`src/rtl/seven_seg_scan_decoder_if.sv`:
```
// Display bus as seen by the scan decoder: raw anode/segment lines in,
// reconstructed digit values and one-cycle event pulses out.
interface seven_seg_scan_decoder_if #(
  parameter int NUM_DIGITS = 4
);
  logic [NUM_DIGITS-1:0]   an;
  logic [7:0]              sseg;
  logic [4*NUM_DIGITS-1:0] hex_value;
  logic [NUM_DIGITS-1:0]   dp_value;
  logic [NUM_DIGITS-1:0]   digit_valid;
  logic                    frame_valid;
  logic                    pattern_err;
  logic                    multi_an_err;

  modport master (
    output an, sseg,
    input  hex_value, dp_value, digit_valid, frame_valid, pattern_err, multi_an_err
  );

  modport slave (
    input  an, sseg,
    output hex_value, dp_value, digit_valid, frame_valid, pattern_err, multi_an_err
  );
endinterface

```
`src/rtl/seven_seg_scan_decoder.sv`:
```
// Loopback reader for a multiplexed active-low seven-segment bus: synchronizes,
// waits for a stable sample, then maps the glyph back to a nibble per digit.
module seven_seg_scan_decoder #(
  parameter int NUM_DIGITS    = 4,
  parameter int STABLE_CYCLES = 4
) (
  input  logic                    clk,
  input  logic                    rst_n,
  seven_seg_scan_decoder_if.slave bus
);
  localparam int CW = $clog2(STABLE_CYCLES + 1);
  localparam int LW = $clog2(NUM_DIGITS + 1);
  localparam int IW = (NUM_DIGITS > 1) ? $clog2(NUM_DIGITS) : 1;
  localparam logic [CW-1:0] CNT_MAX = CW'(STABLE_CYCLES);
  localparam logic [CW-1:0] CAP_AT  = CW'(STABLE_CYCLES - 1);

  logic [NUM_DIGITS-1:0]   s1_an_q, s2_an_q;
  logic [7:0]              s1_seg_q, s2_seg_q;
  logic [CW-1:0]           cnt_q, cnt_d;
  logic [4*NUM_DIGITS-1:0] hex_q, hex_d;
  logic [NUM_DIGITS-1:0]   dp_q, dp_d;
  logic [NUM_DIGITS-1:0]   valid_q, valid_d;
  logic [NUM_DIGITS-1:0]   seen_q, seen_d;
  logic                    frame_q, frame_d;
  logic                    pat_err_q, pat_err_d;
  logic                    multi_q, multi_d;

  logic          same;
  logic          capture;
  logic [LW-1:0] low_cnt;
  logic [IW-1:0] digit_idx;
  logic          glyph_hit;
  logic [3:0]    glyph_nib;
  logic          blank;

  assign same    = ({s1_an_q, s1_seg_q} == {s2_an_q, s2_seg_q});
  // Saturation at STABLE_CYCLES keeps a held pattern from being captured twice.
  assign capture = same && (cnt_q == CAP_AT);
  assign blank   = (s2_seg_q[6:0] == 7'h7F);

  always_comb begin
    cnt_d = '0;
    if (same) cnt_d = (cnt_q == CNT_MAX) ? CNT_MAX : cnt_q + CW'(1);
  end

  always_comb begin
    low_cnt   = '0;
    digit_idx = '0;
    for (int i = 0; i < NUM_DIGITS; i++) begin
      if (!s2_an_q[i]) begin
        low_cnt   = low_cnt + LW'(1);
        digit_idx = IW'(i);
      end
    end
  end

  always_comb begin
    glyph_hit = 1'b1;
    glyph_nib = 4'h0;
    case (s2_seg_q[6:0])
      7'h40: glyph_nib = 4'h0;
      7'h79: glyph_nib = 4'h1;
      7'h24: glyph_nib = 4'h2;
      7'h30: glyph_nib = 4'h3;
      7'h19: glyph_nib = 4'h4;
      7'h12: glyph_nib = 4'h5;
      7'h02: glyph_nib = 4'h6;
      7'h78: glyph_nib = 4'h7;
      7'h00: glyph_nib = 4'h8;
      7'h18: glyph_nib = 4'h9;
      7'h08: glyph_nib = 4'hA;
      7'h03: glyph_nib = 4'hB;
      7'h46: glyph_nib = 4'hC;
      7'h21: glyph_nib = 4'hD;
      7'h06: glyph_nib = 4'hE;
      7'h0E: glyph_nib = 4'hF;
      default: glyph_hit = 1'b0;
    endcase
  end

  always_comb begin
    hex_d     = hex_q;
    dp_d      = dp_q;
    valid_d   = valid_q;
    frame_d   = &seen_q;
    seen_d    = (&seen_q) ? '0 : seen_q;
    pat_err_d = 1'b0;
    multi_d   = 1'b0;
    // Capture is applied after the frame clear so a same-edge capture survives it.
    if (capture) begin
      if (low_cnt > LW'(1)) begin
        multi_d = 1'b1;
      end else if (low_cnt == LW'(1)) begin
        if (glyph_hit) begin
          hex_d[4*digit_idx +: 4] = glyph_nib;
          dp_d[digit_idx]         = s2_seg_q[7];
          valid_d[digit_idx]      = 1'b1;
          seen_d[digit_idx]       = 1'b1;
        end else if (blank) begin
          valid_d[digit_idx] = 1'b0;
          seen_d[digit_idx]  = 1'b1;
        end else begin
          pat_err_d          = 1'b1;
          valid_d[digit_idx] = 1'b0;
        end
      end
    end
  end

  always_ff @(posedge clk or negedge rst_n) begin
    if (!rst_n) begin
      s1_an_q   <= '1;
      s2_an_q   <= '1;
      s1_seg_q  <= '1;
      s2_seg_q  <= '1;
      cnt_q     <= '0;
      hex_q     <= '0;
      dp_q      <= '0;
      valid_q   <= '0;
      seen_q    <= '0;
      frame_q   <= 1'b0;
      pat_err_q <= 1'b0;
      multi_q   <= 1'b0;
    end else begin
      s1_an_q   <= bus.an;
      s2_an_q   <= s1_an_q;
      s1_seg_q  <= bus.sseg;
      s2_seg_q  <= s1_seg_q;
      cnt_q     <= cnt_d;
      hex_q     <= hex_d;
      dp_q      <= dp_d;
      valid_q   <= valid_d;
      seen_q    <= seen_d;
      frame_q   <= frame_d;
      pat_err_q <= pat_err_d;
      multi_q   <= multi_d;
    end
  end

  assign bus.hex_value    = hex_q;
  assign bus.dp_value     = dp_q;
  assign bus.digit_valid  = valid_q;
  assign bus.frame_valid  = frame_q;
  assign bus.pattern_err  = pat_err_q;
  assign bus.multi_an_err = multi_q;
endmodule

```
`src/flat_wrapper.sv`:
```
// flat-port wrapper written by rule: the top's interface ports become plain ports
module seven_seg_scan_decoder_flat 
#(
  parameter int NUM_DIGITS    = 4,
  parameter int STABLE_CYCLES = 4
)
  (clk, rst_n, bus_an, bus_sseg, bus_hex_value, bus_dp_value, bus_digit_valid, bus_frame_valid, bus_pattern_err, bus_multi_an_err);
  seven_seg_scan_decoder_if #(.NUM_DIGITS(NUM_DIGITS)) bus_i ();
  input  logic clk;
  input  logic rst_n;
  input wire logic [$bits(bus_i.an)-1:0] bus_an;
  input wire logic [$bits(bus_i.sseg)-1:0] bus_sseg;
  output wire logic [$bits(bus_i.hex_value)-1:0] bus_hex_value;
  output wire logic [$bits(bus_i.dp_value)-1:0] bus_dp_value;
  output wire logic [$bits(bus_i.digit_valid)-1:0] bus_digit_valid;
  output wire logic [$bits(bus_i.frame_valid)-1:0] bus_frame_valid;
  output wire logic [$bits(bus_i.pattern_err)-1:0] bus_pattern_err;
  output wire logic [$bits(bus_i.multi_an_err)-1:0] bus_multi_an_err;
  assign bus_i.an = bus_an;
  assign bus_i.sseg = bus_sseg;
  assign bus_hex_value = bus_i.hex_value;
  assign bus_dp_value = bus_i.dp_value;
  assign bus_digit_valid = bus_i.digit_valid;
  assign bus_frame_valid = bus_i.frame_valid;
  assign bus_pattern_err = bus_i.pattern_err;
  assign bus_multi_an_err = bus_i.multi_an_err;
  seven_seg_scan_decoder #(.NUM_DIGITS(NUM_DIGITS), .STABLE_CYCLES(STABLE_CYCLES)) u_core (.clk(clk), .rst_n(rst_n), .bus(bus_i));
endmodule
```
`config.mk`:
```
export PLATFORM = sky130hd
export DESIGN_NAME = seven_seg_scan_decoder_flat
export DESIGN_NICKNAME = d
export VERILOG_FILES = /design/src/rtl/seven_seg_scan_decoder_if.sv /design/src/rtl/seven_seg_scan_decoder.sv /design/src/flat_wrapper.sv
export SDC_FILE = /design/constraint.sdc
export NUM_CORES = 1
export LEC_CHECK = 0
export ABC_AREA = 1
export CAP_MARGIN = 40
export CORE_MARGIN = 2
export CORE_UTILIZATION = 54
export DETAILED_ROUTE_END_ITERATION = 16
export PLACE_DENSITY = 0.8
export SLEW_MARGIN = 30
export SYNTH_ARGS = -nofsm -noshare
export SYNTH_HDL_FRONTEND = slang
export SYNTH_SLANG_ARGS = --single-unit
```
`constraint.sdc`:
```
create_clock -name clk -period 3.3 [get_ports clk]
set_input_delay 0.495 -clock clk [delete_from_list [all_inputs] [get_ports clk]]
set_output_delay 0.495 -clock clk [all_outputs]
set_load 0.005 [all_outputs]
```
== Word level (Yosys, flattened, before mapping) ==
Index checks and enable logic that the tools add are counted.
Word-level totals
  output and inout port bits: 27
  register bits: 58
Operators by class
  shifts and indexed selects: 2
  reduce and logical (&&, ||, !) cells: 7
  magnitude comparators: 3
  bitwise operators: 5
  eq/ne operators: 20
  multiplexer cells: 29
  add/subtract/negate cells: 5
Operators with widths (count)
  $pmux 4 s15: 1
  $eq 7x7->1 const B: 5
  $neg 4->34: 1
  $shift 4x34->16 const A: 1
  $shiftx 4x34->16: 1
  $mux 4: 7
  $eq 7x5->1 const B: 3
  $eq 7x6->1 const B: 3
  $bwmux 16: 1
  $reduce_or 16->1: 1
  $mux 3: 5
  $eq 7x2->1 const B: 2
  $eq 7x4->1 const B: 2
  $eq 12x12->1: 1
  $mux 1: 11
  $add 3x1->3 const B: 3
  $or 4x4->4: 2
  $reduce_and 4->1: 2
  $eq 7x3->1 const B: 1
  $logic_not 7->1: 1
  $and 4x4->4: 1
  $bwmux 4: 1
  $mux 2: 2
  $not 4->4: 1
  other kinds (11): 12

== Depth between registers and ports, before layout ==
Gate-level depths: netlist of the first run.
  depth in word-level cells: 13
  gate-level depth with buffers: 15
  gate-level depth less buffers: 14

== Least setup slack after synthesis of the first run ==
No wires, ideal clock.
  path type: flip-flop to flip-flop
  start: register u_core.s2_an_q[1]
  end: register u_core.hex_q[1], in the netlist u_core.bus.hex_value[1]
  stages on the path, launching flop included: 15
  period minus slack after synthesis: 2.408 ns
  setup slack: 0.892 ns
  data required time: 3.183 ns
  setup time: 0.117 ns
  data arrival time: 2.291 ns
  path through: dfstp_2 > inv_1 > ha_1 > xor2_2 > inv_1 > ha_1 > mux2i_1 > nand2_1 > inv_2 > nand2_2 > nor2_8 > buf_8 > nand3_4 > nand2_1 > nand2_1
Between the ends
  longest elaborated chain between the ends: 8
  elaborated cells on any way between the ends: 18
  classes of those cells: add/sub (3); order compare (1); eq/ne (2); shift (2); mux (7); bitwise (1); reduce/logical (2)
Ends and longest elaborated chain
  start: declaration: RTL line seven_seg_scan_decoder.sv:17  | logic [NUM_DIGITS-1:0] s1_an_q, s2_an_q;
  start signal: assignment: RTL line seven_seg_scan_decoder.sv:126  | s2_an_q <= s1_an_q;
  $mux 3: RTL line seven_seg_scan_decoder.sv:50  | if (!s2_an_q[i]) begin
  $add 3x1->3: RTL line seven_seg_scan_decoder.sv:51  | low_cnt = low_cnt + LW'(1);
  $mux 3: RTL line seven_seg_scan_decoder.sv:50
  $add 3x1->3: RTL line seven_seg_scan_decoder.sv:51
  $mux 3: RTL line seven_seg_scan_decoder.sv:50
  $gt 3x1->1: RTL line seven_seg_scan_decoder.sv:91  | if (low_cnt > LW'(1)) begin
  $not 1->1 (no source line)
  $reduce_and 4->1 (no source line)
  end signal: assignment: RTL line seven_seg_scan_decoder.sv:117  | hex_q <= '0;
  end signal: assignment: RTL line seven_seg_scan_decoder.sv:130  | hex_q <= hex_d;
  end: declaration: RTL line seven_seg_scan_decoder.sv:20  | logic [4*NUM_DIGITS-1:0] hex_q, hex_d;
Parallel ways exist; a longest one is shown, timed or not.
A chain may end at the register's enable or synchronous reset.

== Worst setup path in the final report of the first run ==
  start: register u_core.s2_an_q[1]
  end: register u_core.hex_q[10], in the netlist u_core.bus.hex_value[10]
Same word-level chain as after synthesis.

==> metrics, run 1 <==
status finished clean; drt total wl between 5000 and 6000 µm; TritonCTS clock tree yes; FF-to-FF setup slack 0.53 ns; CORE AREA around 4800 µm²; grt ovf 0; footprint of the multi-input gates 1100 µm²; Design Area, Final around 3400 µm²; clk_lat worst skew 0.33 ns; synth unique cells 32; Final Worst Setup Slack approximately 0.53 ns; Initial Util around 57%; WS Path Type reg2reg; fraction of registers with async set/reset 100%; final setup TNS 0 ns; GRT Total Usage 21.0%; synthesized instance count ~310; cell leakage power 1.67 nW; drt pass-1 iters 4; Fmax achieved about 360 MHz; yosys warns 0; per-cell routed wire length 12.5 µm; largest net degree at the start of global routing 49; gpl congestion approximately 0.87; post-CTS resize count 0; Mapped Nets roughly 330; Most used DFF post-synth dfrtp_1; endpoint class of the critical path flip-flop; RSZ-0062 raised after global routing no; vias in the first global route about 1900; PortBufs 40; floorplan row count 25; I/O Pins 41; total clock sinks 58; Non-Filler Instances between 400 and 500; flops & latches, synth 58; root buffer cell clkbuf_8; final worst path period need approximately 2.8 ns; final hold violation count 0; Setup Skew 0.00838 ns; Post-DRT Antenna Nets 0; Reg clk slew, reported paths 0.07 ns; CP Max Fanout 22; CTS Buf Count 9; initial antenna violation count 0; deepest clock path buffer count 2; Final Max Slew Viols 0; die area around 5700 µm²; pre-CTS setup slack between 0.5 and 0.6 ns; Final setup viols 0; Die Y 75.2 µm; Via density around 4.9; post-synthesis area per instance between 8 and 9 µm²; via count 2103; part of the cycle the worst path needs ~84%; number of inserted diodes 0; max_cap viols 0; residual DRC count 0; largest area contributor in the netlist dfrtp_1; ranking of synthesized cells by area dfrtp_1 (31%), dfstp_2 (23%), nand2_1 (14%), nand4_1 (3.7%), nor2_1 (3.6%); area growth from synthesis to final layout 25.0%; # fillers approximately 400; sequential cell area around 1500 µm²; area post-placement roughly 3200 µm²; share of layout cells above drive strength 1 a little over a fifth; arrival time worst endpoint 2.99 ns; Power Dens Cells approximately 460 nW/µm²; hold crit path type in2async; Hold Buf Count CTS 0; Post-Syn Area 2740 µm²; Post-synth EDFFs 0; first-pass GRT wire length between 8000 and 9000 µm; Initial DRC Count between 100 and 150; die width ~75 µm; worst-margin pin slew around 0.83 ns; sequential fraction of the synthesis area 54.1%; DP HPWL 3850 µm; Worst Setup Start Kind flip-flop; placed insts 411; top-area cell type share of the netlist area between 30% and 40%; htree depth 3; nets@finish approximately 380; setup bufs post-CTS 0; Worst slew margin 44.5%; Worst EP required about 3.5 ns; Worst VDD drop just under 300 µV
[final cells by class]
class	count	area share (%)
Inverter	33	3.62
Tap cell	67	2.45
Sequential cell	58	43.3
Clock buffer	11	4.13
Timing Repair Buffer	42	12.1
Clock inverter	5	2.27
Multi-Input combinational cell	211	32.2
[synth_stat cells (4+ instances only)]
master     n
nand2_1  100
dfrtp_1   34
nor2_1    26
dfstp_2   24
inv_1     23
nand4_1   16
nand3_1   15
inv_2     10
o21ai_1    7
ha_1       6
nand2_2    5
xnor2_1    5
nand3_2    4
nor2_2     4
o21ai_0    4
[registers in the layout, indices dropped and copies added (netlist names), named ones only]
register and cells:
u_core.s1_an_q 4, u_core.bus.pattern_err 1, u_core.bus.hex_value 16, u_core.bus.dp_value 4, u_core.s1_seg_q 8, u_core.seen_q 4, u_core.bus.multi_an_err 1, u_core.s2_an_q 4
u_core.cnt_q 3, u_core.s2_seg_q 8, u_core.bus.frame_valid 1
[worst max-delay path, stage by stage, from the launching register on]
cell     delay (ns)
dfstp_2        0.57
inv_1          0.09
ha_1           0.33
xor2_2         0.23
inv_1          0.06
ha_1           0.27
mux2i_1        0.17
nand2_1        0.09
inv_2          0.07
nand2_2        0.08
nor2_8         0.30
nand3_2        0.21
nand2_1        0.13
nand2_1        0.06
[placed cells by master, fill, tap and decap left out, drive strengths merged]
cell           count
clkbuf            11
xnor2              5
clkinvlp           1
clkdlybuf4s50     39
bufinv             2
nand3             20
nand2            106
nand3b             1
dfrtp             34
inv               33
xor2               2
nor2              32
dfstp             24
ha                 6
or2                1
and2               1
buf                3
clkinv             2
a21oi              2
mux2i              1
o21ai             14
nor3               4
nand4             16
[layer usage]
metal,track usage [%],part of all wire [%],vias to the layer above
li1,-,-,1079
met4,9.36,1.2,0
met3,4.82,4.6,8
met1,25.7,45,961
met2,35.7,50,55
met5,0,0,-
[power breakdown]
group,total [W],switching [W],internal (W),leakage [nW]
combinational,0.000116,0.0000729,0.0000433,0.836
sequential,0.000758,0.0000187,0.000739,0.728
clock,0.000717,0.000274,0.000443,0.109
[worst paths after layout]
path / cells after the start / from / end
worst min-delay path: 1 / rst_n / u_core.bus.hex_value[1]
worst max register to register: 13 / u_core.s2_an_q[1] / u_core.bus.hex_value[10]
min in group clk: 0 / u_core.s1_an_q[2] / u_core.s2_an_q[2]
worst min register to register: 0 / u_core.s1_an_q[2] / u_core.s2_an_q[2]
worst max-delay path: 13 / u_core.s2_an_q[1] / u_core.bus.hex_value[10]
max in group asynchronous: 2 / rst_n / u_core.s2_seg_q[3]
[per-stage QoR]
stage	util, %	hold WS, ns	total power (W)
floorplan	-	0.199	0.000839
global placement	66.4	0.363	0.000882
CTS	71.0	0.187	0.00161
global route	71.0	0.201	0.00166
detailed placement	66.5	0.366	0.000887
finish	71.0	0.165	0.00159
[kinds of logic (layout without fill, tap and decap cells)]
group / Yosys count / count (layout) / synth area share [%]
muxes: 1 / 1 / 0.366
xor gates and xnor gates: 7 / 7 / 2.51
DFF: 58 / 58 / 54.1
buffers and inverters: 36 / 91 / 5.67
AOI/OAI and AO/OA: 16 / 16 / 3.34
and+or+nand+nor: 181 / 181 / 31.3
adders and majority gates: 6 / 6 / 2.74
Note: power is estimated with default switching activity, not from simulation.
==> run 2: changes to the inputs <==
--- a/config.mk
+++ b/config.mk
@@ -8,9 +8,9 @@
 export ABC_AREA = 1
 export CAP_MARGIN = 40
 export CORE_MARGIN = 2
-export CORE_UTILIZATION = 54
+export CORE_UTILIZATION = 48
 export DETAILED_ROUTE_END_ITERATION = 16
-export PLACE_DENSITY = 0.8
+export PLACE_DENSITY = 0.75
 export SLEW_MARGIN = 30
 export SYNTH_ARGS = -nofsm -noshare
 export SYNTH_HDL_FRONTEND = slang
==> constraint.sdc (replaced) <==
create_clock -name clk -period 2.36 [get_ports clk]
set_input_delay 0.354 -clock clk [delete_from_list [all_inputs] [get_ports clk]]
set_output_delay 0.354 -clock clk [all_outputs]
set_load 0.005 [all_outputs]
==> metrics, run 2 (synthesis gave the netlist of run 1 again) <==
violated checks negative setup slack; Final Worst Setup Slack -0.00260 ns; RSZ-0062 raised after global routing yes; Worst slew margin 58.2%; Power Dens Cells around 600 nW/µm²; CP Cell Sequence inv_2 -> ha_4 -> xor2_2 -> inv_1 -> ha_1 -> mux2i_1 -> nand2_1 -> inv_2 -> nand2_4 -> nor2_8 -> nand3_4 -> nand2_2 -> nand2_1; area post-placement 3280 µm²; vias in the first global route a little over 2000; share of layout cells above drive strength 1 27.5%; Worst VDD drop ~420 µV; deepest clock path buffer count 2; endpoint class of the critical path flip-flop; most frequent cells in the layout nand2_1 (88), clkdlybuf4s50_1 (39), dfrtp_1 (34), nor2_1 (26), dfstp_2 (24); drt total wl 5320 µm; Post-DRT Antenna Nets 0; hold_ws 0.370 ns; DP HPWL about 4000 µm; worst hold path depth 0; Final setup viols 1; Worst Setup Start Kind flip-flop; pre-CTS setup slack -0.0642 ns; Initial DRC Count 91; commonest non-fill, non-tap cell in the layout nand2_1; Fmax achieved ~420 MHz; hold crit path type reg2reg; final hold violation count 0; arrival time worst endpoint 2.60 ns; worst-margin pin slew 0.625 ns; Final Max Slew Viols 0; part of the cycle the worst path needs 100%; final worst path period need 2.36 ns; placed insts roughly 420; via count ~2200; Worst EP required between 2 and 3 ns; WS Path Type reg2reg; Non-Filler Instances 447; CTS Buf Count 9; Design Area, Final between 3000 and 4000 µm²; nets@finish 390; GRT Total Usage a little under a fifth; floorplan row count 27; residual DRC count 0; Setup Skew about 0.014 ns; largest net degree at the start of global routing 25; worst-path cell with the longest stage delay dfstp_2; per-cell routed wire length 11.9 µm; Die Y ~80 µm; CP Max Fanout 6; total clock sinks 58; first-pass GRT wire length about 8900 µm; die width between 70 and 80 µm; # fillers 447; drt pass-1 iters 4; Reg clk slew, reported paths about 0.07 ns; Via density roughly 4.9; initial antenna violation count 0; die area between 6000 and 7000 µm²; gpl congestion between 0.8 and 0.9; number of flip-flops in the largest register 16; grt ovf 0; max_cap viols 0; max incr delay on CP ~0.54 ns; TritonCTS clock tree yes; root buffer cell clkbuf_8; number of inserted diodes 0; clk_lat worst skew between 0.3 and 0.4 ns; htree depth 3; PortBufs 40; reg2reg path depth 13; status finished, violations left; I/O Pins 41; cell leakage power 1.74 nW; CORE AREA about 5500 µm²; Initial Util between 40% and 50%; area growth from synthesis to final layout 31.0%
[run 2: cell types whose count changed in the layout (fill, tap and decap cells not counted), sizes merged]
| cell | delta |
|---|---|
| buf | +13 |
| clkbuf | +2 |
| bufinv | -1 |
| clkinvlp | -1 |
| dlygate4sd3 | +1 |
| nor2 | +1 |
[run 2: power by group]
group / switching [W] / internal [W] / leakage [nW] / total, W
sequential: 0.0000261 / 0.00103 / 0.728 / 0.00106
combinational: 0.000113 / 0.0000795 / 0.915 / 0.000193
clock: 0.000368 / 0.000514 / 0.0974 / 0.000881
total: 0.000507 / 0.00163 / 1.74 / 0.00213
[run 2: worst paths after layout]
check | slack, ns | end | start
worst min-delay path | 0.37 | u_core.s2_an_q[3] | u_core.s1_an_q[3]
worst min register to register | 0.37 | u_core.s2_an_q[3] | u_core.s1_an_q[3]
worst max-delay path | -0.003 | u_core.bus.hex_value[2] | u_core.s2_an_q[1]
min in group asynchronous | 0.51 | u_core.bus.dp_value[0] | rst_n
max in group asynchronous | 1.13 | u_core.s1_an_q[0] | rst_n
worst max register to register | -0.003 | u_core.bus.hex_value[2] | u_core.s2_an_q[1]
[run 2: area by class of cell]
| type | instances | area, µm² | share of cell area [%] |
|---|---|---|---|
| Multi-Input combinational cell | 212 | 1180 | 32.8 |
| Clock inverter | 3 | 40.0 | 1.12 |
| Sequential cell | 58 | 1480 | 41.3 |
| Tap cell | 72 | 90.1 | 2.51 |
| Timing Repair Buffer | 56 | 526 | 14.6 |
| Inverter | 33 | 124 | 3.45 |
| Clock buffer | 13 | 149 | 4.15 |
[run 2: critical path: cells and delay by family, from the launching register on]
kind / cells / cell delay, ns
xor+xnor: 1 / 0.15
fa+ha+maj: 2 / 0.54
buf+inv: 3 / 0.19
flops: 1 / 0.54
mux: 1 / 0.17
simple gates: 6 / 0.69
[run 2: through the flow]
step	total power [W]	TNS, ns	utilization (%)
final	0.00213	-0.00260	65.1
after floorplan	0.00118	0	-
after global routing	0.00224	-1.86	65.1
after global placement	0.00124	0	59.6
after CTS	0.00215	0	64.1
after detailed placement	0.00125	-0.483	59.6
[run 2: what timing repair did]
item                                    4_1_cts  5_1_grt
endpoints found under the setup margin       16       25
gates cloned                                  1        0
hold buffers                                  1        0
gates resized for setup                       5       15
pin swaps                                     2        8
setup buffers                                 2        3
endpoints found under the hold margin        16        0
[run 2: metal layers]
layer | part of all wire (%) | GRT usage, % | routed length (µm) | vias up
met3 | 5.4 | 4.07 | 287 | 10
met5 | 0 | 0 | 0 | -
met4 | 2.1 | 8.79 | 110 | 0
met2 | 47 | 30.0 | 2510 | 69
met1 | 45 | 23.9 | 2410 | 1013
li1 | - | - | - | 1105
==> run 3: changes to the inputs <==
--- a/config.mk
+++ b/config.mk
@@ -7,8 +7,10 @@
 export LEC_CHECK = 0
 export ABC_AREA = 1
 export CAP_MARGIN = 40
+export CORE_ASPECT_RATIO = 1.75
 export CORE_MARGIN = 2
 export CORE_UTILIZATION = 48
+export CTS_CLUSTER_SIZE = 40
 export DETAILED_ROUTE_END_ITERATION = 16
 export PLACE_DENSITY = 0.75
 export SLEW_MARGIN = 30
==> metrics, run 3 (synthesis gave the netlist of run 1 again) <==
max_cap viols 0; initial antenna violation count 0; TritonCTS clock tree yes; die width 61.1 µm; final worst path period need between 2 and 2.5 ns; RSZ-0062 raised after global routing yes; # fillers between 400 and 500; Initial Util slightly below 50%; I/O Pins a little over 40; most frequent cells in the layout nand2_1 (89), clkdlybuf4s50_1 (39), dfrtp_1 (34), nor2_1 (26), dfstp_2 (24); share of layout cells above drive strength 1 26.5%; htree depth 3; DP HPWL 4050 µm; Worst EP required between 2 and 3 ns; FF-to-FF setup slack -0.05 ns; Tot Pwr 0.00200 W; Setup Skew 0.00489 ns; total clock sinks between 50 and 60; Worst slew margin 57.5%; Final Max Slew Viols 0; Power Dens Cells about 560 nW/µm²; CTS Buf Count 9; largest net degree at the start of global routing just under 60; number of flip-flops in the largest register 16; Via density between 4 and 5; Final Util between 60% and 70%; residual DRC count 0; final hold violation count 0; GRT Total Usage between 15 and 20%; Die Y around 100 µm; floorplan row count 36; area post-placement approximately 3300 µm²; drt total wl between 5000 and 6000 µm; Fmax achieved approximately 420 MHz; Design Area, Final around 3600 µm²; Post-DRT Antenna Nets 0; commonest non-fill, non-tap cell in the layout nand2_1; deepest clock path buffer count 2; Worst Setup Start Kind flip-flop; vias in the first global route 2126; Final setup viols 15; WS Path Type reg2reg; arrival time worst endpoint approximately 2.6 ns; grt ovf 0; max incr delay on CP about 0.54 ns; PortBufs 40; root buffer cell clkbuf_8; Initial DRC Count 112; R2R Path Start u_core.s2_an_q[0]; CORE AREA ~5500 µm²; worst-margin pin slew approximately 0.64 ns; per-cell routed wire length about 12 µm; worst-path cell with the longest stage delay dfstp_2; part of the cycle the worst path needs 102%; drt pass-1 iters 5; CP Max Fanout 7; number of inserted diodes 0; area growth from synthesis to final layout 30.0%; first-pass GRT wire length between 9000 and 10000 µm; violated checks negative setup slack; hold crit path type in2async; status finished, violations left; CP Cell Sequence inv_2 -> ha_4 -> xor2_2 -> inv_1 -> ha_1 -> mux2i_1 -> nand2_1 -> inv_2 -> nand2_4 -> nor2_8 -> buf_6 -> nand2_4 -> nand2_2 -> nand2_1; nets@finish 385; via count around 2200; reg2reg path depth 14; Worst VDD drop 346 µV; cell leakage power 1.75 nW; gpl congestion just over 0.9; die area 6350 µm²; Final Worst Setup Slack -0.0481 ns; clk_lat worst skew roughly 0.33 ns; endpoint class of the critical path flip-flop; Reg clk slew, reported paths roughly 0.06 ns; hold_ws 0.0113 ns
-- run 3: where the power goes --
group	switching [W]	internal [W]	total (W)
clock	0.000345	0.000404	0.000750
sequential	0.0000248	0.00103	0.00106
combinational	0.000118	0.0000754	0.000193
total	0.000488	0.00151	0.00200
-- run 3: metal layers --
| metal | vias up | wire, µm | global-route usage [%] |
|---|---|---|---|
| met3 | 15 | 172 | 3.98 |
| li1 | 1091 | - | - |
| met4 | 0 | 188 | 10.9 |
| met2 | 49 | 3070 | 33.2 |
| met1 | 1030 | 2020 | 20.6 |
| met5 | - | 0 | 0 |
-- run 3: per-stage QoR --
stage	instances	worst slack (ns)	setup TNS, ns
floorplan	305	0.000769	0
global placement	427	0.0254	0
detailed placement	427	-0.0733	-0.580
CTS	444	-0.0112	-0.0176
global route	446	-0.183	-3.45
finish	446	-0.0481	-0.379
-- run 3: worst max path at each step --
stage	startpoint	to	cells after the start
floorplan	u_core.s2_an_q[1]	u_core.bus.hex_value[1]	14
global placement	u_core.s2_an_q[1]	flip-flop	14
detailed placement	u_core.s2_an_q[1]	flip-flop	14
CTS	u_core.s2_an_q[1]	u_core.bus.hex_value[5]	13
global route	u_core.s2_an_q[0]	u_core.bus.hex_value[8]	13
finish	u_core.s2_an_q[0]	flip-flop	14
-- run 3: what timing repair did --
action,4_1_cts,5_1_grt
cloned,1,0
hold buffers,0,0
endpoints found under the setup margin,22,28
setup buffers,0,2
pin swaps,4,12
resized for setup,9,14
-- run 3: critical path: cells and delay by family (launching register included) --
| kind | cells | cell delay [ns] |
|---|---|---|
| xor gates and xnor gates | 1 | 0.15 |
| DFF | 1 | 0.54 |
| and+or+nand+nor | 6 | 0.54 |
| adders and majority gates | 2 | 0.55 |
| muxes | 1 | 0.18 |
| buffers and inverters | 4 | 0.35 |
-- run 3: cell type report --
class | instances | area, µm² | share of cell area (%)
multi-input cells | 212 | 1190 | 33.5
repair buffers | 51 | 502 | 14.1
well taps | 76 | 95.1 | 2.67
inverters | 33 | 124 | 3.48
flip-flops and latches | 58 | 1480 | 41.6
clock inverters | 3 | 15.0 | 0.422
clock buffers | 13 | 149 | 4.18
